--- src/rtl/alu_issue_ctrl.sv ---
// alu_issue_ctrl
//   Initiator-side controller for the ALU ACT/RDY/VLD handshake.
//   - Accepts one operation per req_valid/req_ready handshake.
//   - Latches the opcode, select, operands and tag, and keeps them stable on the ALU buses.
//   - Raises alu_act until the ALU reports rdy.
//   - Collects one VLD word, or two words (low, then high) for MUL.
//   - Offers the assembled result to writeback with valid/ready backpressure.
//   - A per-word watchdog aborts a hung ALU. A sticky flag records stray VLD pulses.
//
// Ports
//   CLK, RST                     clock, synchronous active-high reset
//   req_valid/req_ready          request handshake
//   req_op, req_movi             opcode (4'b0010 = MUL) and operand-B select
//   req_a/b/mem/imm, req_tag     operand sources and destination tag
//   alu_act                      ALU start, high throughout ISSUE
//   alu_op, alu_movi             latched opcode and select
//   alu_reg_a/b, alu_mem/imm     latched operands
//   alu_rdy, alu_vld, alu_data   ALU idle, result word valid, result word
//   wb_valid/wb_ready            writeback handshake
//   wb_tag, wb_lo, wb_hi         result tag and result words (wb_hi = 0 unless MUL)
//   wb_wide                      result is 64-bit
//   err_timeout                  one-cycle pulse on watchdog abort
//   err_proto                    sticky: alu_vld seen outside a wait state
//   ops_done                     wrapping count of writeback handshakes
module alu_issue_ctrl #(
  parameter int TAG_W   = 5,
  parameter int TIMEOUT = 16,
  parameter int CNT_W   = 16
) (
  input  logic             CLK,
  input  logic             RST,
  input  logic             req_valid,
  output logic             req_ready,
  input  logic [3:0]       req_op,
  input  logic [1:0]       req_movi,
  input  logic [31:0]      req_a,
  input  logic [31:0]      req_b,
  input  logic [31:0]      req_mem,
  input  logic [31:0]      req_imm,
  input  logic [TAG_W-1:0] req_tag,
  output logic             alu_act,
  output logic [3:0]       alu_op,
  output logic [1:0]       alu_movi,
  output logic [31:0]      alu_reg_a,
  output logic [31:0]      alu_reg_b,
  output logic [31:0]      alu_mem,
  output logic [31:0]      alu_imm,
  input  logic             alu_rdy,
  input  logic             alu_vld,
  input  logic [31:0]      alu_data,
  output logic             wb_valid,
  input  logic             wb_ready,
  output logic [TAG_W-1:0] wb_tag,
  output logic [31:0]      wb_lo,
  output logic [31:0]      wb_hi,
  output logic             wb_wide,
  output logic             err_timeout,
  output logic             err_proto,
  output logic [CNT_W-1:0] ops_done
);

  localparam logic [2:0] S_IDLE    = 3'd0;
  localparam logic [2:0] S_ISSUE   = 3'd1;
  localparam logic [2:0] S_WAIT_LO = 3'd2;
  localparam logic [2:0] S_WAIT_HI = 3'd3;
  localparam logic [2:0] S_OUT     = 3'd4;

  localparam logic [3:0] OP_MUL = 4'b0010;

  localparam int              WD_W   = (TIMEOUT > 2) ? $clog2(TIMEOUT) : 1;
  localparam logic [WD_W-1:0] WD_MAX = WD_W'(TIMEOUT - 1);

  logic [2:0]       state_q, state_d;
  logic [3:0]       op_q, op_d;
  logic [1:0]       movi_q, movi_d;
  logic [31:0]      a_q, a_d, b_q, b_d, mem_q, mem_d, imm_q, imm_d;
  logic [TAG_W-1:0] tag_q, tag_d;
  logic             wide_q, wide_d;
  logic [31:0]      lo_q, lo_d, hi_q, hi_d;
  logic [WD_W-1:0]  wd_q, wd_d;
  logic             tmo_q, tmo_d;
  logic             proto_q, proto_d;
  logic [CNT_W-1:0] cnt_q, cnt_d;

  always_comb begin
    state_d = state_q;
    op_d    = op_q;
    movi_d  = movi_q;
    a_d     = a_q;
    b_d     = b_q;
    mem_d   = mem_q;
    imm_d   = imm_q;
    tag_d   = tag_q;
    wide_d  = wide_q;
    lo_d    = lo_q;
    hi_d    = hi_q;
    wd_d    = wd_q;
    tmo_d   = 1'b0;
    proto_d = proto_q;
    cnt_d   = cnt_q;

    // A stray VLD is only flagged; it never moves the FSM or touches result data.
    if (alu_vld && (state_q == S_IDLE || state_q == S_ISSUE || state_q == S_OUT))
      proto_d = 1'b1;

    case (state_q)
      S_IDLE: begin
        if (req_valid) begin
          op_d    = req_op;
          movi_d  = req_movi;
          a_d     = req_a;
          b_d     = req_b;
          mem_d   = req_mem;
          imm_d   = req_imm;
          tag_d   = req_tag;
          wide_d  = (req_op == OP_MUL);
          state_d = S_ISSUE;
        end
      end
      S_ISSUE: begin
        if (alu_rdy) begin
          wd_d    = '0;
          state_d = S_WAIT_LO;
        end
      end
      S_WAIT_LO: begin
        // A VLD arriving in the final watchdog cycle still wins over the abort.
        if (alu_vld) begin
          lo_d = alu_data;
          if (wide_q) begin
            wd_d    = '0;
            state_d = S_WAIT_HI;
          end else begin
            hi_d    = '0;
            state_d = S_OUT;
          end
        end else if (wd_q == WD_MAX) begin
          tmo_d   = 1'b1;
          state_d = S_IDLE;
        end else begin
          wd_d = wd_q + 1'b1;
        end
      end
      S_WAIT_HI: begin
        if (alu_vld) begin
          hi_d    = alu_data;
          state_d = S_OUT;
        end else if (wd_q == WD_MAX) begin
          tmo_d   = 1'b1;
          state_d = S_IDLE;
        end else begin
          wd_d = wd_q + 1'b1;
        end
      end
      S_OUT: begin
        if (wb_ready) begin
          cnt_d   = cnt_q + 1'b1;
          state_d = S_IDLE;
        end
      end
      default: state_d = S_IDLE;
    endcase
  end

  always_ff @(posedge CLK) begin
    if (RST) begin
      state_q <= S_IDLE;
      op_q    <= '0;
      movi_q  <= '0;
      a_q     <= '0;
      b_q     <= '0;
      mem_q   <= '0;
      imm_q   <= '0;
      tag_q   <= '0;
      wide_q  <= 1'b0;
      lo_q    <= '0;
      hi_q    <= '0;
      wd_q    <= '0;
      tmo_q   <= 1'b0;
      proto_q <= 1'b0;
      cnt_q   <= '0;
    end else begin
      state_q <= state_d;
      op_q    <= op_d;
      movi_q  <= movi_d;
      a_q     <= a_d;
      b_q     <= b_d;
      mem_q   <= mem_d;
      imm_q   <= imm_d;
      tag_q   <= tag_d;
      wide_q  <= wide_d;
      lo_q    <= lo_d;
      hi_q    <= hi_d;
      wd_q    <= wd_d;
      tmo_q   <= tmo_d;
      proto_q <= proto_d;
      cnt_q   <= cnt_d;
    end
  end

  assign req_ready   = (state_q == S_IDLE);
  assign alu_act     = (state_q == S_ISSUE);
  assign wb_valid    = (state_q == S_OUT);
  assign alu_op      = op_q;
  assign alu_movi    = movi_q;
  assign alu_reg_a   = a_q;
  assign alu_reg_b   = b_q;
  assign alu_mem     = mem_q;
  assign alu_imm     = imm_q;
  assign wb_tag      = tag_q;
  assign wb_lo       = lo_q;
  assign wb_hi       = hi_q;
  assign wb_wide     = wide_q;
  assign err_timeout = tmo_q;
  assign err_proto   = proto_q;
  assign ops_done    = cnt_q;

endmodule

--- config.mk ---
export PLATFORM = sky130hd
export DESIGN_NAME = alu_issue_ctrl
export DESIGN_NICKNAME = d
export VERILOG_FILES = /design/src/rtl/alu_issue_ctrl.sv
export SDC_FILE = /design/constraint.sdc
export NUM_CORES = 1
export LEC_CHECK = 0
export ABC_CLOCK_PERIOD_IN_PS = 2500
export BUFFER_PORTS_ARGS = -buffer_cell sky130_fd_sc_hd__buf_2
export CAP_MARGIN = 15
export CORE_ASPECT_RATIO = 0.9
export CORE_MARGIN = 3
export CORE_UTILIZATION = 35
export CTS_BUF_LIST = sky130_fd_sc_hd__clkbuf_2
export DETAILED_ROUTE_END_ITERATION = 8
export MAX_ROUTING_LAYER = met4
export PLACE_DENSITY_LB_ADDON = 0.25
export SLEW_MARGIN = 0
export SYNTH_ARGS = -nofsm -noshare
export SYNTH_HDL_FRONTEND = slang
export SYNTH_SLANG_ARGS = --single-unit
--- constraint.sdc ---
create_clock -name CLK -period 2.5 [get_ports CLK]
set_clock_uncertainty 0.2 [all_clocks]
set_input_delay 0.125 -clock CLK [delete_from_list [all_inputs] [get_ports CLK]]
set_output_delay 0.125 -clock CLK [all_outputs]
set_load 0.005 [all_outputs]
==> results of run 1 <==
## per-stage QoR
| step | setup slack (ns) | instances | util | instance area, µm² |
|---|---|---|---|---|
| global placement | 0.453 | 1670 | 0.460 | 10400 |
| floorplan | 0.626 | 1035 | - | 8190 |
| detailed placement | 0.437 | 1670 | 0.460 | 10400 |
## cell families after synthesis
logic type	share of synthesized area
DFF	0.560
buffers and inverters	0.0387
and+or+nand+nor	0.239
AOI/OAI and AO/OA	0.144
xor gates and xnor gates	0.0128
muxes	0.00245
adders and majority gates	0.00306
==> key figures, run 1 <==
Floorplanning
  – Die W: 167 µm
  – Ports: 402
  – Row cnt: 52
  – Initial Util: 0.360
  – Die span in y: 151 µm

Yosys
  – Area share of the largest cell type after synthesis: 0.560
  – Post-synthesis sequential area ratio: 0.560
  – Post-Syn Area: 8190 µm²
  – Count leader, synth: nand2_1
  – Syn Area/Cell: 7.91 µm²
  – Gate Count Post-Synth: 1,035
  – Asr flop ratio synth: 0
  – Seq cells post-synth: 229
  – Yosys cell types: 33
  – Synth area leader: dfxtp_1
  – Largest cells by area after synthesis: dfxtp_1 56%, nand2_1 18%, a21oi_1 13%, clkbuf_1 3.0%, nand3_1 2.4%
  – Yosys warnings: 0
  – Most frequent cells after synthesis: 387 x nand2_1, 229 x dfxtp_1, 214 x a21oi_1, 65 x clkbuf_1, 39 x nand3_1
  – Post-synth net total: 1,214
  – Number of flops mapped to enable cells by yosys: 0
  – Post-synth top flop: dfxtp_1

Clocking
  – # clock sinks: 229
  – Setup bufs post-CTS: 0
  – Num CTS Buffers: 59
  – Post-cts resize count: 0
  – Clk root buf: clkbuf_2
  – Cts hold-fix bufs: 355
  – H-tree levels: 2
  – Max Buffers Root-to-Sink: 3

Placed design
  – IO buf count: 401
  – Hpwl dp: 18.5 mm
  – Gpl congestion: 0.833

Status
  – Status: did not finish
  – Tool Error: [ERROR RSZ-0060] Max buffer count reached.
  – Fail Step: clock tree synthesis (4_1_cts)
==> run 2, diff against run 1 <==
Settings changed: CORE_ASPECT_RATIO 0.9 to default, CORE_UTILIZATION 35 to 20, CTS_BUF_LIST sky130_fd_sc_hd__clkbuf_2 to default, MAX_ROUTING_LAYER met4 to default, PLACE_DENSITY_LB_ADDON 0.25 to 0.15.
==> run 2 against run 1 <==
The run now ends clean. Synthesized cell count is the same. Synthesized area is the same.
==> key figures, run 2 <==
Drt
  – TritonRoute pass-1 iters: 4
  – Routed len/inst: 15.4 µm
  – DRC viols: 0
  – WL final: 33.3 mm
  – DR vias: 9,060
  – Vias per Instance: 4.19
  – DR iter-0 viols: 463
  – Post-route ant nets: 0

Setup path
  – Cell Chain, Critical Path: nand2b_1 -> or3_4 -> buf_12 -> nand2_1 -> a21oi_1 -> dlygate4sd3_1
  – WP data required: 2.72 ns
  – Crit. End Element: flop
  – Worst setup SP type: flop
  – Critical path fanouts, max: 54
  – WP data arrival: 2.61 ns
  – Critical setup path kind: reg2reg
  – Crit path max-delay cell type: dlygate4sd3_1
  – Slowest Stage Delay on Critical Path: 0.58 ns

Floorplanning
  – Die W: 208 µm (+25%)
  – Die span in y: 208 µm (+38%)
  – Initial Util: 0.204 (-0.156)
  – Row cnt: 73 (+40%)
  – Ports: 402 (unchanged)
  – Die area: 43,400 µm²
  – Core area: 40,100 µm²

Yosys
  – Syn Area/Cell: 7.91 µm² (unchanged)
  – Largest cells by area after synthesis: dfxtp_1 56%, nand2_1 18%, a21oi_1 13%, clkbuf_1 3.0%, nand3_1 2.4%
  – Asr flop ratio synth: 0 (unchanged)
  – Area share of the largest cell type after synthesis: 0.560 (unchanged)
  – Post-synthesis sequential area ratio: 0.560 (unchanged)
  – Yosys warnings: 0 (unchanged)
  – Post-Syn Area: 8190 µm² (unchanged)
  – Synth area leader: dfxtp_1
  – Post-synth top flop: dfxtp_1
  – Number of flops mapped to enable cells by yosys: 0 (unchanged)
  – Seq cells post-synth: 229 (unchanged)
  – Post-synth net total: 1,214 (unchanged)
  – Yosys cell types: 33 (unchanged)
  – Most frequent cells after synthesis: 387 x nand2_1, 229 x dfxtp_1, 214 x a21oi_1, 65 x clkbuf_1, 39 x nand3_1
  – Gate Count Post-Synth: 1,035 (unchanged)
  – Count leader, synth: nand2_1

Finish
  – Commonest non-fill, non-tap cell in the layout: buf_2
  – Fraction of layout cells with a size suffix above 1: 0.287
  – Non-filler cells, final: 2,162
  – Most frequent cells in the layout: 400 x buf_2, 387 x nand2_1, 229 x dfxtp_1
  – Layout net count: 1,796
  – Layout area overhead: 68.6%

Placed design
  – Hpwl dp: 21.6 mm (+17%)
  – Placed cell count: 1,902 (+14%)
  – Gpl congestion: 0.778 (-6.6%)
  – IO buf count: 401 (unchanged)

Flow run
  – Total of max-cap violations: 0

Global routing
  – Pin count of the biggest net entering global routing: 88
  – Vias in the first global route: 8,923
  – Gr ovfl total: 0
  – Gr usage total: 0.141
  – Initial antenna violation count: 1
  – First-pass GRT wire length: 50.5 mm

Clocking
  – Num CTS Buffers: 28 (-53%)
  – Clk root buf: clkbuf_16
  – H-tree levels: 1 (-1)
  – # clock sinks: 229 (unchanged)
  – Clock-pin slew on the worst setup and hold paths: 0.06 ns
  – Skew-Pair Late Insertion Delay: 0.55 ns
  – CTS tree: done
  – Max Buffers Root-to-Sink: 3 (unchanged)

Timing
  – Crit path time final: 2.38 ns
  – Relative slew slack: 0.646
  – Final Setup Violations: 0
  – Period Utilization, post-route: 0.953
  – Max Slew Vio Count: 0
  – Least-Margin Pin Slew: 0.526 ns
  – Unrepaired setup endpoints after global routing: false
  – Max frequency: 420 MHz
  – Setup tns final: 0 ns
  – Final hold vios: 0

Power
  – Pleak: 6.16 nW
  – Cell Pwr Density: 693 nW/µm²
  – Peak supply drop: 421 µV

Status
  – Status: completed

Worst hold path
  – Hold Crit Class: in2reg
run 2: cell counts after synthesis:
Identical to the previous run, type by type.
run 2: worst max-delay path: cells and delay by family (launching register included):
kind	cells	cell delay, ns
buffers and inverters	2	0.79
AND/OR/NAND/NOR	3	0.86
AO/OA/AOI/OAI	1	0.06
flip-flops	1	0.31
run 2: cell type report:
cell class	count	area, µm²
Sequential cell	229	4580
Tap cell	525	657
Timing Repair Buffer	629	4340
Clock buffer	41	801
Clock inverter	8	96.3
Inverter	2	7.51
Antenna cell	1	2.50
Fill cell	4258	26300
Multi-Input combinational cell	727	3310
run 2: routing by layer:
metal  part of all wire  vias to the layer above  global-route usage
met2               0.48                      267               0.245
li1                   -                     4557                   -
met5                  0                        -                   0
met3              0.075                       45              0.0469
met1               0.42                     4191               0.170
met4              0.023                        0              0.0326
run 2: path summary, 6_finish.rpt:
path                                 from                        end  slack [ns]  cells after the start
setup / recovery  state_q[0]$_SDFFE_PP0P_  alu_reg_a[9]$_SDFFE_PP0P_        0.12                      6
hold / removal                 req_imm[8]    alu_imm[8]$_SDFFE_PP0P_        0.16                      4
setup reg to reg  state_q[0]$_SDFFE_PP0P_  alu_reg_a[9]$_SDFFE_PP0P_        0.12                      6
hold reg to reg     wb_hi[6]$_SDFFE_PP0P_      wb_hi[6]$_SDFFE_PP0P_        0.25                      2
run 2: cell families (layout without fill, tap and decap cells):
group	after synthesis	count (layout)	share of synthesized area
AO/OA/AOI/OAI	229	229	0.144
XOR/XNOR	12	12	0.0128
adder cells (fa/ha/maj)	2	2	0.00306
buffers and inverters	80	680	0.0387
flip-flops	229	229	0.560
multiplexers	2	2	0.00245
other	0	1	0
AND/OR/NAND/NOR	481	482	0.239
run 2: power breakdown:
part,switching [W],total (W),leakage [nW],internal [W]
combinational,0.000819,0.00157,3.85,0.000748
clock,0.00158,0.00399,0.438,0.00241
sequential,0.000115,0.00400,1.87,0.00389
run 2: repair_timing:
item,in CTS,in global routing
hold endpoints to repair,219,0
setup buffers,0,3
gates resized for setup,0,1
setup endpoints to repair,0,28
hold buffers,205,0
run 2: through the flow:
step	cell area [µm²]	hold WS (ns)	total power, W	util	worst slack, ns
2_1_floorplan	8190	0.00174	0.00468	-	0.626
3_3_place_gp	10800	0.166	0.00534	0.269	0.455
3_5_place_dp	10800	0.170	0.00535	0.269	0.428
4_1_cts	13700	0.116	0.00972	0.342	0.0556
5_1_grt	13800	0.140	0.0101	0.344	0.0260
6_report	13800	0.156	0.00956	0.344	0.118
No activity file was read; power rests on OpenSTA's default activity.
==> run 3, diff against run 2 <==
Settings changed: ABC_CLOCK_PERIOD_IN_PS 2500 to 3050.
Clock period 2.5 ns to 3.05 ns, I/O delays scaled along.
==> run 3 against run 2 <==
Clock power is 18% lower. Combinational power shrank 23%. Die area unchanged. Largest power group unchanged.
==> key figures, run 3 (synthesized netlist as in run 2, its figures left out) <==
Placed design
  – Post-DP Area: 10,700 µm² (-0.46%)
  – Gpl congestion: 0.740 (-4.9%)
  – IO buf count: 401 (unchanged)
  – Hpwl dp: 21.2 mm (-1.8%)

Clocking
  – CTS tree: done
  – Max Buffers Root-to-Sink: 3 (unchanged)
  – H-tree levels: 1 (unchanged)
  – Skew-Pair Late Insertion Delay: 0.55 ns (about the same)
  – Num CTS Buffers: 28 (unchanged)
  – # clock sinks: 229 (unchanged)
  – Clock-pin slew on the worst setup and hold paths: 0.06 ns (about the same)
  – Clk root buf: clkbuf_16

Finish
  – Layout net count: 1,780 (-0.89%)
  – Commonest non-fill, non-tap cell in the layout: buf_2
  – Final Util: 0.340 (-0.00412)
  – Most frequent cells in the layout: 400 x buf_2, 387 x nand2_1, 229 x dfxtp_1
  – Fraction of layout cells with a size suffix above 1: 0.286 (-0.00105)
  – Layout area overhead: 66.6%
  – Post-route cell area: 13,600 µm² (-1.2%)
  – Ant diodes: 0 (-1)

Setup path
  – FF-to-FF End: alu_reg_a[17]$_SDFFE_PP0P_
  – Crit path max-delay cell type: dfxtp_1
  – Crit. End Element: flop
  – Launch point of the worst path: state_q[0]$_SDFFE_PP0P_
  – Worst setup SP type: flop
  – WP data arrival: 3.09 ns (+0.48 ns)
  – FF-to-FF setup slack: 0.24 ns (+0.13 ns)
  – WP data required: 3.33 ns (+0.61 ns)
  – Slowest Stage Delay on Critical Path: 0.61 ns (+0.03 ns)
  – R2R depth: 6 (unchanged)
  – Crit path depth: 6 (unchanged)
  – Cell Chain, Critical Path: nand2b_1 -> or3_4 -> buf_4 -> nand2_1 -> a21oi_1 -> dlygate4sd3_1
  – Crit path max-delay family: buffers and inverters
  – RR Startpoint: state_q[0]$_SDFFE_PP0P_
  – Critical path fanouts, max: 38 (-30%)
  – Critical setup path kind: reg2reg
  – Worst Path Buf+Inv: 2 (unchanged)
  – Crit path capture: alu_reg_a[17]$_SDFFE_PP0P_

Global routing
  – Vias in the first global route: 9,040 (+1.3%)
  – First-pass GRT wire length: 50.6 mm (+0.19%)
  – Gr usage total: 0.142 (+0.000313)
  – Initial antenna violation count: 1 (unchanged)
  – Pin count of the biggest net entering global routing: 114 (+30%)
  – Gr ovfl total: 0 (unchanged)

Drt
  – DRC viols: 0 (unchanged)
  – Routed len/inst: 15.1 µm (-1.9%)
  – Vias per Instance: 4.17 (-0.56%)
  – TritonRoute pass-1 iters: 5 (+1)
  – Post-route ant nets: 0 (unchanged)
  – DR vias: 8,943 (-1.3%)
  – WL final: 32.4 mm (-2.6%)
  – DR iter-0 viols: 391 (-16%)

Timing
  – Unrepaired setup endpoints after global routing: false
  – Max Slew Vio Count: 0 (unchanged)
  – Max frequency: 356 MHz (-15%)
  – Period Utilization, post-route: 0.920 (-0.0327)
  – Relative slew slack: 0.592 (-0.0546)
  – Final hold vios: 0 (unchanged)
  – Crit path time final: 2.81 ns (+0.424 ns)
  – Setup tns final: 0 ns (unchanged)
  – Least-Margin Pin Slew: 0.612 ns (+0.0860 ns)
  – Final Setup Violations: 0 (unchanged)

Status
  – Status: completed

Power
  – Pleak: 6.07 nW (-1.5%)
  – Clock Power Share: 0.421 (+0.004)
  – Combinational Power Share: 0.156 (-0.008)
  – Sw Share: 0.265 (+0.00209)
  – Peak supply drop: 401 µV (-4.8%)
  – Cell Pwr Density: 568 nW/µm² (-18%)
  – Sequential share of power: 0.423 (+0.004)
  – Switching power: 0.00206 W (-18%)
  – Power Internal: 0.00569 W (-19%)

Floorplanning
  – Die span in y: 208 µm (unchanged)
  – Row cnt: 73 (unchanged)
  – Die area: 43,400 µm² (unchanged)
  – Ports: 402 (unchanged)
  – Core area: 40,100 µm² (unchanged)
  – Die W: 208 µm (unchanged)
  – Initial Util: 0.204 (unchanged)

Flow run
  – Total of max-cap violations: 0 (unchanged)

Worst hold path
  – Hold Crit Class: in2reg
run 3: changes by cell type in the layout (fill, tap and decap cells not counted), sizes merged:
cell	delta
dlygate4sd3	-6
clkinvlp	+1
or3	-1
buf	-8
clkbuf	+2
diode	-1
bufinv	-2
clkinv	-1
run 3: final cells by class:
type	count	area, µm²
tap	525	657
timing repair buffer	614	4170
fill	4265	26500
clock inverter	6	35.0
clock buffer	44	872
multi-input combinational	726	3300
inverter	2	7.51
sequential	229	4580
run 3: metrics by stage:
| stage | setup WS (ns) | instances | total power (W) | hold slack [ns] |
|---|---|---|---|---|
| 3_5_place_dp | 0.781 | 1897 | 0.00436 | 0.197 |
| 6_report | 0.243 | 2146 | 0.00775 | 0.189 |
| 3_3_place_gp | 0.797 | 1897 | 0.00435 | 0.193 |
| 4_1_cts | 0.248 | 2146 | 0.00794 | 0.143 |
| 5_1_grt | 0.00644 | 2146 | 0.00816 | 0.177 |
| 2_1_floorplan | 1.18 | 1035 | 0.00384 | 0.0292 |
run 3: metal layers:
layer | part of all wire | global-route usage
met5 | 0.0011 | 0.00445
met2 | 0.46 | 0.237
met4 | 0.029 | 0.0405
met3 | 0.084 | 0.0495
met1 | 0.42 | 0.172
run 3: worst min-delay path, stage by stage:
cell and delay (ns):
dlygate4sd3_1 0.53, buf_2 0.12, nand2_1 0.04, a21oi_1 0.05
run 3: worst min path at each step:
stage / start / end / slack (ns) / cells past startpoint
global placement: req_tag[1] / wb_tag[1]$_SDFFE_PP0P_ / 0.19 / 3
finish: req_mem[15] / alu_mem[15]$_SDFFE_PP0P_ / 0.19 / 4
floorplan: alu_vld / err_timeout$_SDFF_PP0_ / 0.03 / 1
CTS: req_a[5] / alu_reg_a[5]$_SDFFE_PP0P_ / 0.14 / 4
detailed placement: req_imm[9] / alu_imm[9]$_SDFFE_PP0P_ / 0.20 / 3
global route: req_imm[5] / alu_imm[5]$_SDFFE_PP0P_ / 0.18 / 4
run 3: power groups by stage:
stage	Combinational (W)	Sequential (W)	Clock [W]
floorplan	0.000481	0.00336	0
finish	0.00121	0.00328	0.00326
global route	0.00134	0.00331	0.00351
detailed placement	0.00101	0.00335	0
global placement	0.00101	0.00334	0
CTS	0.00123	0.00328	0.00342
run 3: repair_timing:
item | CTS | global route
hold buffers | 199 | 0
gates resized for setup | 0 | 0
endpoints found under the hold margin | 218 | 0
buffers inserted | 0 | 0
endpoints found under the setup margin | 0 | 0
==> run 4, diff against run 3 <==
Settings changed: REMOVE_ABC_BUFFERS from default to 1.
==> run 4 against run 3 <==
Critical endpoint is now alu_reg_a[16]$_SDFFE_PP0P_. Via count grew 1.9%. Critical path depth is the same. Routed wire length shrank 1.9%. Combinational power is essentially flat. Largest power group unchanged. First-iteration DRC count shrank 16%. Clock-buffer cell count is the same. Fmax grew 6.6%. Final cell count grew 1.1%. Flip-flop and latch count is the same.
==> key figures, run 4 (synthesized netlist as in run 2, its figures left out) <==
Clocking
  – Clk root buf: clkbuf_16
  – Num CTS Buffers: 29 (+3.6%)
  – Post-cts resize count: 0 (unchanged)
  – H-tree levels: 1 (unchanged)
  – Clock-pin slew on the worst setup and hold paths: 0.06 ns (about the same)
  – Max Buffers Root-to-Sink: 3 (unchanged)
  – # clock sinks: 229 (unchanged)
  – Skew-Pair Late Insertion Delay: 0.54 ns (about the same)
  – Setup bufs post-CTS: 0 (unchanged)
  – CTS tree: done

Drt
  – DRC viols: 0 (unchanged)
  – DR vias: 9,110 (+1.9%)
  – Vias per Instance: 4.20 (+0.74%)
  – Met3 WL post-DR: 2.98 mm (+8.7%)
  – Met2 Wirelength: 14.4 mm (-4.5%)
  – DR iter-0 viols: 328 (-16%)
  – Post-route ant nets: 0 (unchanged)
  – TritonRoute pass-1 iters: 6 (+1)
  – Highest Signal Layer: met4
  – WL final: 31.8 mm (-1.9%)
  – Routed len/inst: 14.7 µm (-3.0%)
  – M1 WL: 13.7 mm (+0.31%)

Finish
  – Layout net count: 1,803 (+1.3%)
  – Most frequent cells in the layout: 400 x buf_2, 387 x nand2_1, 229 x dfxtp_1
  – Register area: 4580 µm² (unchanged)
  – Fill count: 4,279 (+0.33%)
  – Non-filler cells, final: 2,170 (+1.1%)
  – Layout area overhead: 69.0%
  – Area of the multi-input gates: 3300 µm² (unchanged)
  – Commonest non-fill, non-tap cell in the layout: buf_2
  – Fraction of layout cells with a size suffix above 1: 0.283 (-0.00217)

Global routing
  – Pin count of the biggest net entering global routing: 85 (-25%)
  – Gr ovfl total: 0 (unchanged)
  – Vias in the first global route: 9,350 (+3.4%)
  – Initial antenna violation count: 1 (unchanged)
  – First-pass GRT wire length: 50.3 mm (-0.71%)
  – Gr usage total: 0.139 (-0.00226)

Status
  – Status: completed

Floorplanning
  – Initial Util: 0.204 (unchanged)
  – Die area: 43,400 µm² (unchanged)
  – Ports: 402 (unchanged)
  – Die W: 208 µm (unchanged)
  – Die span in y: 208 µm (unchanged)
  – Row cnt: 73 (unchanged)
  – Core area: 40,100 µm² (unchanged)

Worst hold path
  – Hold Crit Class: in2reg
  – WHS Endpoint: alu_imm[2]$_SDFFE_PP0P_
  – Hold path cells: 4 (unchanged)
  – Hold Startpoint: req_imm[2]

Power
  – Power Internal: 0.00575 W (+0.98%)
  – Clock Power Share: 0.420 (about the same)
  – Sequential share of power: 0.421 (-0.002)
  – Final Power: 0.00781 W (+0.74%)
  – Peak supply drop: 392 µV (-2.1%)
  – Sw Share: 0.264 (-0.00173)
  – Combinational Power Share: 0.158 (+0.002)
  – Cell Pwr Density: 564 nW/µm² (-0.71%)
  – Pleak: 6.20 nW (+2.3%)
  – Switching power: 0.00206 W (about the same)

Setup path
  – Crit. End Element: flop
  – WP data required: 3.34 ns (about the same)
  – RR Startpoint: state_q[0]$_SDFFE_PP0P_
  – R2R depth: 6 (unchanged)
  – Critical path fanouts, max: 35 (-7.9%)
  – WP data arrival: 2.93 ns (-0.16 ns)
  – Critical setup path kind: reg2reg
  – FF-to-FF setup slack: 0.42 ns (+0.17 ns)
  – Worst setup SP type: flop
  – Crit path max-delay cell type: dfxtp_1
  – FF-to-FF End: alu_reg_a[16]$_SDFFE_PP0P_
  – Cell Chain, Critical Path: nand2b_1 -> or3_4 -> buf_4 -> nand2_1 -> a21oi_1 -> dlygate4sd3_1
  – Slowest Stage Delay on Critical Path: 0.61 ns (about the same)

Placed design
  – Gpl congestion: 0.748 (+1.1%)
  – Placed cell count: 1,902 (+0.26%)
  – Hpwl dp: 21.5 mm (+1.4%)
  – IO buf count: 401 (unchanged)

Flow run
  – Total of max-cap violations: 0 (unchanged)

Timing
  – Relative slew slack: 0.477 (-0.114)
  – Final Setup Violations: 0 (unchanged)
  – Least-Margin Pin Slew: 0.784 ns (+0.172 ns)
  – Period Utilization, post-route: 0.863 (-0.0567)
  – Unrepaired setup endpoints after global routing: false
  – Max Slew Vio Count: 0 (unchanged)
  – Final hold vios: 0 (unchanged)
  – Max frequency: 380 MHz (+6.6%)
  – Crit path time final: 2.63 ns (-0.173 ns)
run 4: layer usage:
layer | global-route usage | vias up
li1 | - | 4571
met1 | 0.171 | 4184
met2 | 0.229 | 309
met3 | 0.0547 | 46
met4 | 0.0353 | 0
met5 | 0 | -
run 4: layout make-up:
type | instances | share of cell area
clock inverter | 7 | 0.00488
tap | 525 | 0.0475
clock buffer | 44 | 0.0609
inverter | 2 | 0.000543
antenna | 1 | 0.000181
sequential | 229 | 0.331
multi-input combinational | 726 | 0.239
timing repair buffer | 636 | 0.316
run 4: through the flow:
step | utilization | setup WS (ns) | hold WS (ns) | area [µm²] | TNS, ns
6_report | 0.345 | 0.416 | 0.187 | 13800 | 0
3_3_place_gp | 0.268 | 0.678 | 0.193 | 10800 | 0
2_1_floorplan | - | -5.00 | 0.0216 | 7880 | -700.64
5_1_grt | 0.345 | 0.172 | 0.166 | 13800 | 0
4_1_cts | 0.345 | 0.399 | 0.142 | 13800 | 0
3_5_place_dp | 0.268 | 0.654 | 0.199 | 10800 | 0
run 4: worst max-delay path by stage:
| stage | end | start | depth (start not counted) | slack [ns] |
|---|---|---|---|---|
| after floorplan | alu_imm[0]$_SDFFE_PP0P_ | state_q[0]$_SDFFE_PP0P_ | 4 | -5.00 |
| after global placement | ops_done[9]$_SDFFE_PP0P_ | state_q[0]$_SDFFE_PP0P_ | 5 | 0.68 |
| after detailed placement | ops_done[9]$_SDFFE_PP0P_ | state_q[2]$_SDFFE_PP0P_ | 5 | 0.65 |
| after CTS | alu_mem[3]$_SDFFE_PP0P_ | state_q[0]$_SDFFE_PP0P_ | 7 | 0.40 |
| after global routing | alu_reg_b[22]$_SDFFE_PP0P_ | state_q[0]$_SDFFE_PP0P_ | 6 | 0.17 |
| final | alu_reg_a[16]$_SDFFE_PP0P_ | state_q[0]$_SDFFE_PP0P_ | 6 | 0.42 |
run 4: repair_timing:
item	4_1_cts	5_1_grt
hold buffers	216	0
endpoints found under the hold margin	229	0
setup endpoints to repair	0	0
run 4: critical path, delay by kind of cell (launching register included):
kind | cells | cell delay (ns)
compound gates | 1 | 0.15
buf+inv | 2 | 0.87
flops | 1 | 0.61
simple gates | 3 | 0.72
run 4: power by group through the flow:
| stage | sequential, W | combinational, W | clock [W] |
|---|---|---|---|
| after floorplan | 0.00336 | 0.000455 | 0 |
| after global placement | 0.00334 | 0.00103 | 0 |
| after detailed placement | 0.00335 | 0.00103 | 0 |
| after CTS | 0.00329 | 0.00126 | 0.00343 |
| after global routing | 0.00331 | 0.00138 | 0.00354 |
| final | 0.00329 | 0.00124 | 0.00328 |
